<file path="src/rtl/fault_inject_ram_pkg.sv">
// Shared fault-mode definitions for the fault-injecting RAM and its fault logic.
// Latency: n/a (types and constants only).
// Backpressure: n/a.
package fault_inject_ram_pkg;

    typedef logic [1:0] fault_mode_t;

    localparam fault_mode_t FAULT_NONE = 2'b00;
    localparam fault_mode_t FAULT_SA0  = 2'b01;
    localparam fault_mode_t FAULT_SA1  = 2'b10;
    localparam fault_mode_t FAULT_TF   = 2'b11;

endpackage

</file>
<file path="src/rtl/fault_inject_ram_fault_ctrl.sv">
// Fault shaping: maps the requested write data and the stored bits to the values
// actually written and read, given the active fault mode.
// Latency: purely combinational. Backpressure: none (always accepts).
//
// Ports:
//   mode      active fault mode
//   wr_match  write address hits the faulty cell
//   rd_match  read address hits the faulty cell
//   wr_stored current content of the cell being written
//   wr_data   requested write data
//   rd_stored current content of the cell being read
//   wr_eff    value to store
//   rd_eff    value to return on a read
module fault_inject_ram_fault_ctrl
    import fault_inject_ram_pkg::*;
(
    input  fault_mode_t mode,
    input  logic        wr_match,
    input  logic        rd_match,
    input  logic        wr_stored,
    input  logic        wr_data,
    input  logic        rd_stored,
    output logic        wr_eff,
    output logic        rd_eff
);

    always_comb begin
        wr_eff = wr_data;
        if (wr_match) begin
            case (mode)
                FAULT_SA0: wr_eff = 1'b0;
                FAULT_SA1: wr_eff = 1'b1;
                // A 0->1 transition is lost; 0 writes and 1-over-1 go through.
                FAULT_TF:  wr_eff = wr_data & wr_stored;
                default:   wr_eff = wr_data;
            endcase
        end
    end

    always_comb begin
        rd_eff = rd_stored;
        if (rd_match) begin
            case (mode)
                FAULT_SA0: rd_eff = 1'b0;
                FAULT_SA1: rd_eff = 1'b1;
                default:   rd_eff = rd_stored;
            endcase
        end
    end

endmodule

</file>
<file path="src/rtl/fault_inject_ram.sv">
// 1-bit x 2**AWIDTH synchronous RAM with fault injection on cell FAULT_ADDR,
// used as the memory under test for MBIST. Latency: 1 cycle read (registered).
// Backpressure: none; a read and a write are accepted every cycle.
//
// Ports:
//   clk, rst          clock, synchronous active-high reset (clears all cells)
//   we/wr_addr/data_in write port
//   re/rd_addr        read port; data_out updates only when re=1
//   data_out          registered read data
//   fault             fault mode: none / stuck-at-0 / stuck-at-1 / transition-up
module fault_inject_ram
    import fault_inject_ram_pkg::*;
#(
    parameter int AWIDTH     = 4,
    parameter int FAULT_ADDR = 5
) (
    input  logic              clk,
    input  logic              rst,
    input  logic              we,
    input  logic [AWIDTH-1:0] wr_addr,
    input  logic              data_in,
    input  logic              re,
    input  logic [AWIDTH-1:0] rd_addr,
    output logic              data_out,
    input  logic [1:0]        fault
);

    localparam int                DEPTH = 2 ** AWIDTH;
    localparam logic [AWIDTH-1:0] FADDR = AWIDTH'(FAULT_ADDR);

    logic [DEPTH-1:0] mem;
    logic             wr_eff;
    logic             rd_eff;

    fault_inject_ram_fault_ctrl u_fault_ctrl (
        .mode      (fault_mode_t'(fault)),
        .wr_match  (wr_addr == FADDR),
        .rd_match  (rd_addr == FADDR),
        .wr_stored (mem[wr_addr]),
        .wr_data   (data_in),
        .rd_stored (mem[rd_addr]),
        .wr_eff    (wr_eff),
        .rd_eff    (rd_eff)
    );

    // Read samples the pre-edge array, so a same-address read/write returns old data.
    always_ff @(posedge clk) begin
        if (rst) begin
            mem      <= '0;
            data_out <= 1'b0;
        end else begin
            if (re) begin
                data_out <= rd_eff;
            end
            if (we) begin
                mem[wr_addr] <= wr_eff;
            end
        end
    end

endmodule

</file>
<file path="config.mk">
export PLATFORM = sky130hd
export DESIGN_NAME = fault_inject_ram
export DESIGN_NICKNAME = d
export VERILOG_FILES = /design/src/rtl/fault_inject_ram_pkg.sv /design/src/rtl/fault_inject_ram_fault_ctrl.sv /design/src/rtl/fault_inject_ram.sv
export SDC_FILE = /design/constraint.sdc
export NUM_CORES = 1
export LEC_CHECK = 0
export BUFFER_PORTS_ARGS = -buffer_cell sky130_fd_sc_hd__buf_4
export CAP_MARGIN = 5
export CORE_MARGIN = 1
export CORE_UTILIZATION = 55
export CTS_BUF_LIST = sky130_fd_sc_hd__clkbuf_16
export DETAILED_ROUTE_END_ITERATION = 10
export PLACE_DENSITY = 0.81
export SLEW_MARGIN = 5
export SYNTH_ARGS = -nofsm -noshare
export SYNTH_HDL_FRONTEND = slang
export SYNTH_HIERARCHICAL = 1
export SYNTH_SLANG_ARGS = --single-unit
</file>
<file path="constraint.sdc">
create_clock -name clk -period 2.3 [get_ports clk]
set_input_delay 0.345 -clock clk [delete_from_list [all_inputs] [get_ports clk]]
set_output_delay 0.345 -clock clk [all_outputs]
set_load 0.02 [all_outputs]
</file>
==> flow_summary.yaml, run 1 <==
clock_tree:
  clockBufferDepth: 2
  clk_latency_ns: 0.25
  clockRootBuffer: "clkbuf_16"
  clock_sinks: 17
  ctsResizeCount: 0
  h-tree-depth: 1
  hold_buffers: 0
  cts_tree: "done"
  clk_pin_slew_ns: 0.05
  post_cts_buffers: 0
  numCtsBuffers: 3
grt:
  grt_start_max_net_pins: 18
  grt.overflow.total: 0
  first_global_vias: 952
  grt_antenna_before_repair: 0
  grt_pass1_wl_mm: 4.24
  grt_usage: 0.287
timing:
  hold_violations: 0
  fin_tns_setup_ns: 0
  slew_violations: 0
  post-route-period-util: 0.836
  clock_skew_ns: 0.00256
  rsz0062_at_grt: "no"
  setup_viol: 0
  fmax_ghz: 0.520
  fin_crit_ns: 1.92
  worstMarginPinSlew_ns: 0.513
  slew_headroom: 0.658
power:
  seqPwrFrac: 0.405
  p_per_area_nw_per_um2: 577
  switching_share: 0.234
  ir_drop_mv: 0.491
  p_sw_mw: 0.174
  intPower_mw: 0.570
  p_leak_nw: 0.513
  clkPwrFrac: 0.467
  p_comb_frac: 0.128
worst_setup_path:
  critPathCaptureType: "flop"
  cp_max_fo: 16
  arrival_ns: 2.06
  cp-start-kind: "input pin"
  r2r_slack_ns: 0.39
  worstSetupPathType: "input pin to flop"
  required_ns: 2.44
run:
  cap_violations: 0
detailed_routing:
  wl_met1_mm: 1.17
  totalWireLength_mm: 2.78
  wl_met3_um: 181
  drc: 0
  dr.pass1.iters: 4
  route.top_layer_used: "met4"
  drtAntennaViolNets: 0
  drt_iter0_markers: 44
  dr_total_vias: 1033
  vias_per_cell: 6.71
  route.met2.wl_mm: 1.37
  wl_per_cell_um: 18.0
hold_path:
  hold_path.class: "input pin to flop"
status:
  status: "completed"
yosys:
  yosys_register_bits: 17
  yosys-top-cells-area: "dfxtp_1, mux4_1, a21oi_1, nand3_1, o21ai_0"
  ys_async_sr_fraction: 0
  yosys.area.top_type: "dfxtp_1"
  syn_area_sq_um: 1110
  synthDistinctLibCells: 31
  yosysMostFrequentCell: "dfxtp_1"
  synth-edff-count: 0
  synthTopCellsByCount: "dfxtp_1, a21oi_1, nand3_1, o21ai_0"
  synth_top_area_frac: 0.307
  avgSynthCellArea_sq_um: 9.41
  synthesis.nets: 136
  syn_inst: 118
  synth_flop_cell: "dfxtp_1"
  yosys_warnings: 6
  ys_seq_area_frac: 0.307
place:
  hpwlAfterDp_mm: 1.96
  port_buffers: 15
  gp_congestion: 0.881
floorplan:
  start_util: 0.616
  pin_count: 16
  die_x_um: 46.9
  die_area_sq_um: 2200
  core_area_sq_um: 1800
  rows: 15
  fp.dieH_um: 46.9
finish:
  drive_gt1_frac: 0.186
  area_growth_pct: 16.1
  final_util: 0.715
  antenna-diode-count: 0
  nets: 148
[layer usage]
metal,GRT usage,vias to the layer above
met3,0.0500,7
met4,0.154,0
li1,-,476
met1,0.336,498
met2,0.497,52
met5,0,-
[sequential cells by signal, indices dropped and copies added, names as in the netlist]
register / cells
mem: 16
data_out: 1
[metrics by stage]
step	area, sq um	hold WS [ns]	power (mW)	setup WS [ns]	std cells
2_1_floorplan	1110	0.457	0.363	0.364	118
3_3_place_gp	1210	0.474	0.396	0.245	150
3_5_place_dp	1210	0.481	0.398	0.173	150
4_1_cts	1290	0.368	0.742	0.413	154
5_1_grt	1290	0.384	0.764	0.258	154
6_report	1290	0.362	0.744	0.378	154
[power groups by stage]
stage / Sequential, mW / Combinational, mW / Clock [mW]
after global routing: 0.301 / 0.101 / 0.361
after floorplan: 0.306 / 0.0571 / 0
final: 0.301 / 0.0952 / 0.347
after global placement: 0.307 / 0.0891 / 0
after detailed placement: 0.307 / 0.0911 / 0
after CTS: 0.301 / 0.0925 / 0.348
[worst paths after layout]
kind                         from                    end  depth (start not counted)
max                    wr_addr[0]    mem[4]$_SDFFE_PP0P_                          9
max reg2reg  mem[11]$_SDFFE_PP0P_    mem[4]$_SDFFE_PP0P_                          8
min reg2reg  mem[14]$_SDFFE_PP0P_   mem[14]$_SDFFE_PP0P_                          2
min                            re  data_out$_SDFFE_PP0P_                          3
[cells in the final DEF (no fill, tap or decap)]
| cell | instances |
|---|---|
| buf_4 | 15 |
| nor3b_1 | 1 |
| mux4_1 | 6 |
| a21oi_1 | 16 |
| and3_1 | 1 |
| clkbuf_16 | 3 |
| nand4_1 | 4 |
| a22oi_2 | 1 |
| ha_1 | 3 |
| mux4_2 | 2 |
| and3b_1 | 2 |
| inv_1 | 3 |
| or3b_4 | 1 |
| o21ai_1 | 6 |
| nand3b_1 | 2 |
| nand3_1 | 15 |
| nor3b_2 | 1 |
| and2b_1 | 1 |
| nor4bb_1 | 1 |
| nor2b_1 | 2 |
| o21ai_0 | 10 |
| a22o_1 | 1 |
| dfxtp_1 | 17 |
| mux2_2 | 1 |
| nor2_1 | 2 |
| or2_1 | 1 |
| nand2b_1 | 2 |
| mux2i_1 | 4 |
| nand2_1 | 5 |
[logic make-up (layout without fill, tap and decap cells)]
| kind of cell | after synthesis | count (layout) | share of synthesized area |
|---|---|---|---|
| AND/OR/NAND/NOR | 41 | 41 | 0.221 |
| multiplexers | 13 | 13 | 0.229 |
| AO/OA/AOI/OAI | 34 | 34 | 0.163 |
| buffers and inverters | 10 | 21 | 0.0462 |
| adder cells (fa/ha/maj) | 3 | 3 | 0.0338 |
| flip-flops | 17 | 17 | 0.307 |
[worst max-delay path: stages]
cell and delay [ns]:
buf_4 0.17, mux4_2 0.54, a22oi_2 0.18, nand3_1 0.10, nand2_1 0.07, nand2_1 0.05, a22o_1 0.37, nand3_1 0.16
a21oi_1 0.07
[area by class of cell]
| type | count | area [sq um] |
|---|---|---|
| clock buffers | 3 | 75.1 |
| clock inverters | 1 | 3.75 |
| fillers | 142 | 513 |
| inverters | 2 | 7.51 |
| multi-input cells | 91 | 718 |
| flip-flops and latches | 17 | 340 |
| well taps | 25 | 31.3 |
| repair buffers | 15 | 113 |
(Power assumes the default switching activity.)
==> run 2, diff against run 1 <==
clock period = 2 ns   (was 2.3 ns; I/O delays follow)
==> flow_summary.yaml, run 2 (synthesized netlist as in run 1, its figures left out) <==
finish:
  area_growth_pct: 19.1
  top_register: "mem"
  stdcell_count: 158
  final_cell_mix: "buf_4, dfxtp_1, a21oi_1"
  nets: 152
  final_area_sq_um: 1320
  drive_gt1_frac: 0.226
  final_common_cell: "buf_4"
  largest_register_ffs: 16
  top_regs: "mem: 16 flops, data_out: 1 flops"
  antenna-diode-count: 0
timing:
  setup_viol: 0
  hold_violations: 0
  fin_tns_setup_ns: 0
  worstMarginPinSlew_ns: 0.318
  slew_headroom: 0.785
  clock_skew_ns: 0.00319
  fmax_ghz: 0.541
  slew_violations: 0
  fin_crit_ns: 1.85
  post-route-period-util: 0.923
  rsz0062_at_grt: "no"
clock_tree:
  post_cts_buffers: 0
  h-tree-depth: 1
  clockBufferDepth: 2
  cts_tree: "done"
  clockRootBuffer: "clkbuf_16"
  ctsResizeCount: 0
  numCtsBuffers: 3
  clk_pin_slew_ns: 0.05
  clk_latency_ns: 0.25
  clock_sinks: 17
  hold_buffers: 0
detailed_routing:
  dr_total_vias: 1041
  totalWireLength_mm: 3.04
  vias_per_cell: 6.59
  drc: 0
  drtAntennaViolNets: 0
  drt_iter0_markers: 82
  wl_per_cell_um: 19.2
  dr.pass1.iters: 4
floorplan:
  fp.dieH_um: 46.9
  rows: 15
  die_x_um: 46.9
  start_util: 0.616
  pin_count: 16
  die_area_sq_um: 2200
  core_area_sq_um: 1800
worst_setup_path:
  required_ns: 2.13
  cp_max_fo: 16
  cp-start-kind: "flop"
  worstSetupPathType: "flop to flop"
  critPathCaptureType: "flop"
  arrival_ns: 1.97
place:
  dpl_cell_area_sq_um: 1240
  hpwlAfterDp_mm: 2.16
  gp_congestion: 0.863
  port_buffers: 15
  dp.cells: 154
power:
  ir_drop_mv: 0.525
  p_per_area_nw_per_um2: 652
  p_leak_nw: 0.532
grt:
  use_met2: 0.522
  grt_start_max_net_pins: 18
  use_met1: 0.386
  grt.overflow.total: 0
  grt_antenna_before_repair: 0
  busiest_layer: "met2"
  grt_pass1_wl_mm: 4.49
  gr-usage-met3: 0.0423
  first_global_vias: 971
  grt_usage: 0.299
hold_path:
  hold_path.class: "input pin to flop"
status:
  status: "completed"
run:
  cap_violations: 0
-- run 2: changes by cell type in the layout (fill, tap and decap cells not counted) --
cell | before | now
a22o_1 | 1 | 0
inv_1 | 3 | 2
a22o_2 | 0 | 1
buf_4 | 15 | 19
clkinv_2 | 0 | 1
-- run 2: cell type report --
cell class	instances	area [sq um]
Fill cell	137	480
Multi-Input combinational cell	91	719
Clock inverter	1	5.00
Sequential cell	17	340
Tap cell	25	31.3
Clock buffer	3	75.1
Inverter	2	7.51
Timing Repair Buffer	19	143
-- run 2: per-layer routing --
| layer | wire length, um | vias to the layer above |
|---|---|---|
| met5 | 0 | - |
| met4 | 49 | 0 |
| met3 | 226 | 6 |
| met2 | 1550 | 61 |
| met1 | 1210 | 491 |
| li1 | - | 483 |
-- run 2: stage by stage --
step                       util  total power, mW  hold WS [ns]  setup WS (ns)
after floorplan               -            0.418         0.452          0.109
after global placement    0.688            0.461         0.474         0.0566
after detailed placement  0.688            0.465         0.495       0.000109
after CTS                 0.733            0.857         0.328         0.0971
after global routing      0.733            0.884         0.337         0.0755
final                     0.733            0.861         0.326          0.153
-- run 2: worst max-delay path: stages, from the launching register on --
cell and delay (ns):
dfxtp_1 0.34, mux4_2 0.48, a22oi_2 0.17, nand3_1 0.09, nand2_1 0.06, nand2_1 0.05
a22o_2 0.33, nand3_1 0.14, a21oi_1 0.08
-- run 2: power by group --
group	switching, mW	total [mW]	internal, mW
registers	0.00352	0.347	0.343
logic	0.0648	0.116	0.0516
clock network	0.131	0.398	0.267
total	0.199	0.861	0.662
-- run 2: final timing paths --
check	from	endpoint	depth (start not counted)	slack [ns]
worst min register to register	mem[2]$_SDFFE_PP0P_	mem[2]$_SDFFE_PP0P_	2	0.50
worst max register to register	mem[8]$_SDFFE_PP0P_	mem[7]$_SDFFE_PP0P_	8	0.15
worst min-delay path	re	data_out$_SDFFE_PP0P_	3	0.33
worst max-delay path	mem[8]$_SDFFE_PP0P_	mem[7]$_SDFFE_PP0P_	8	0.15
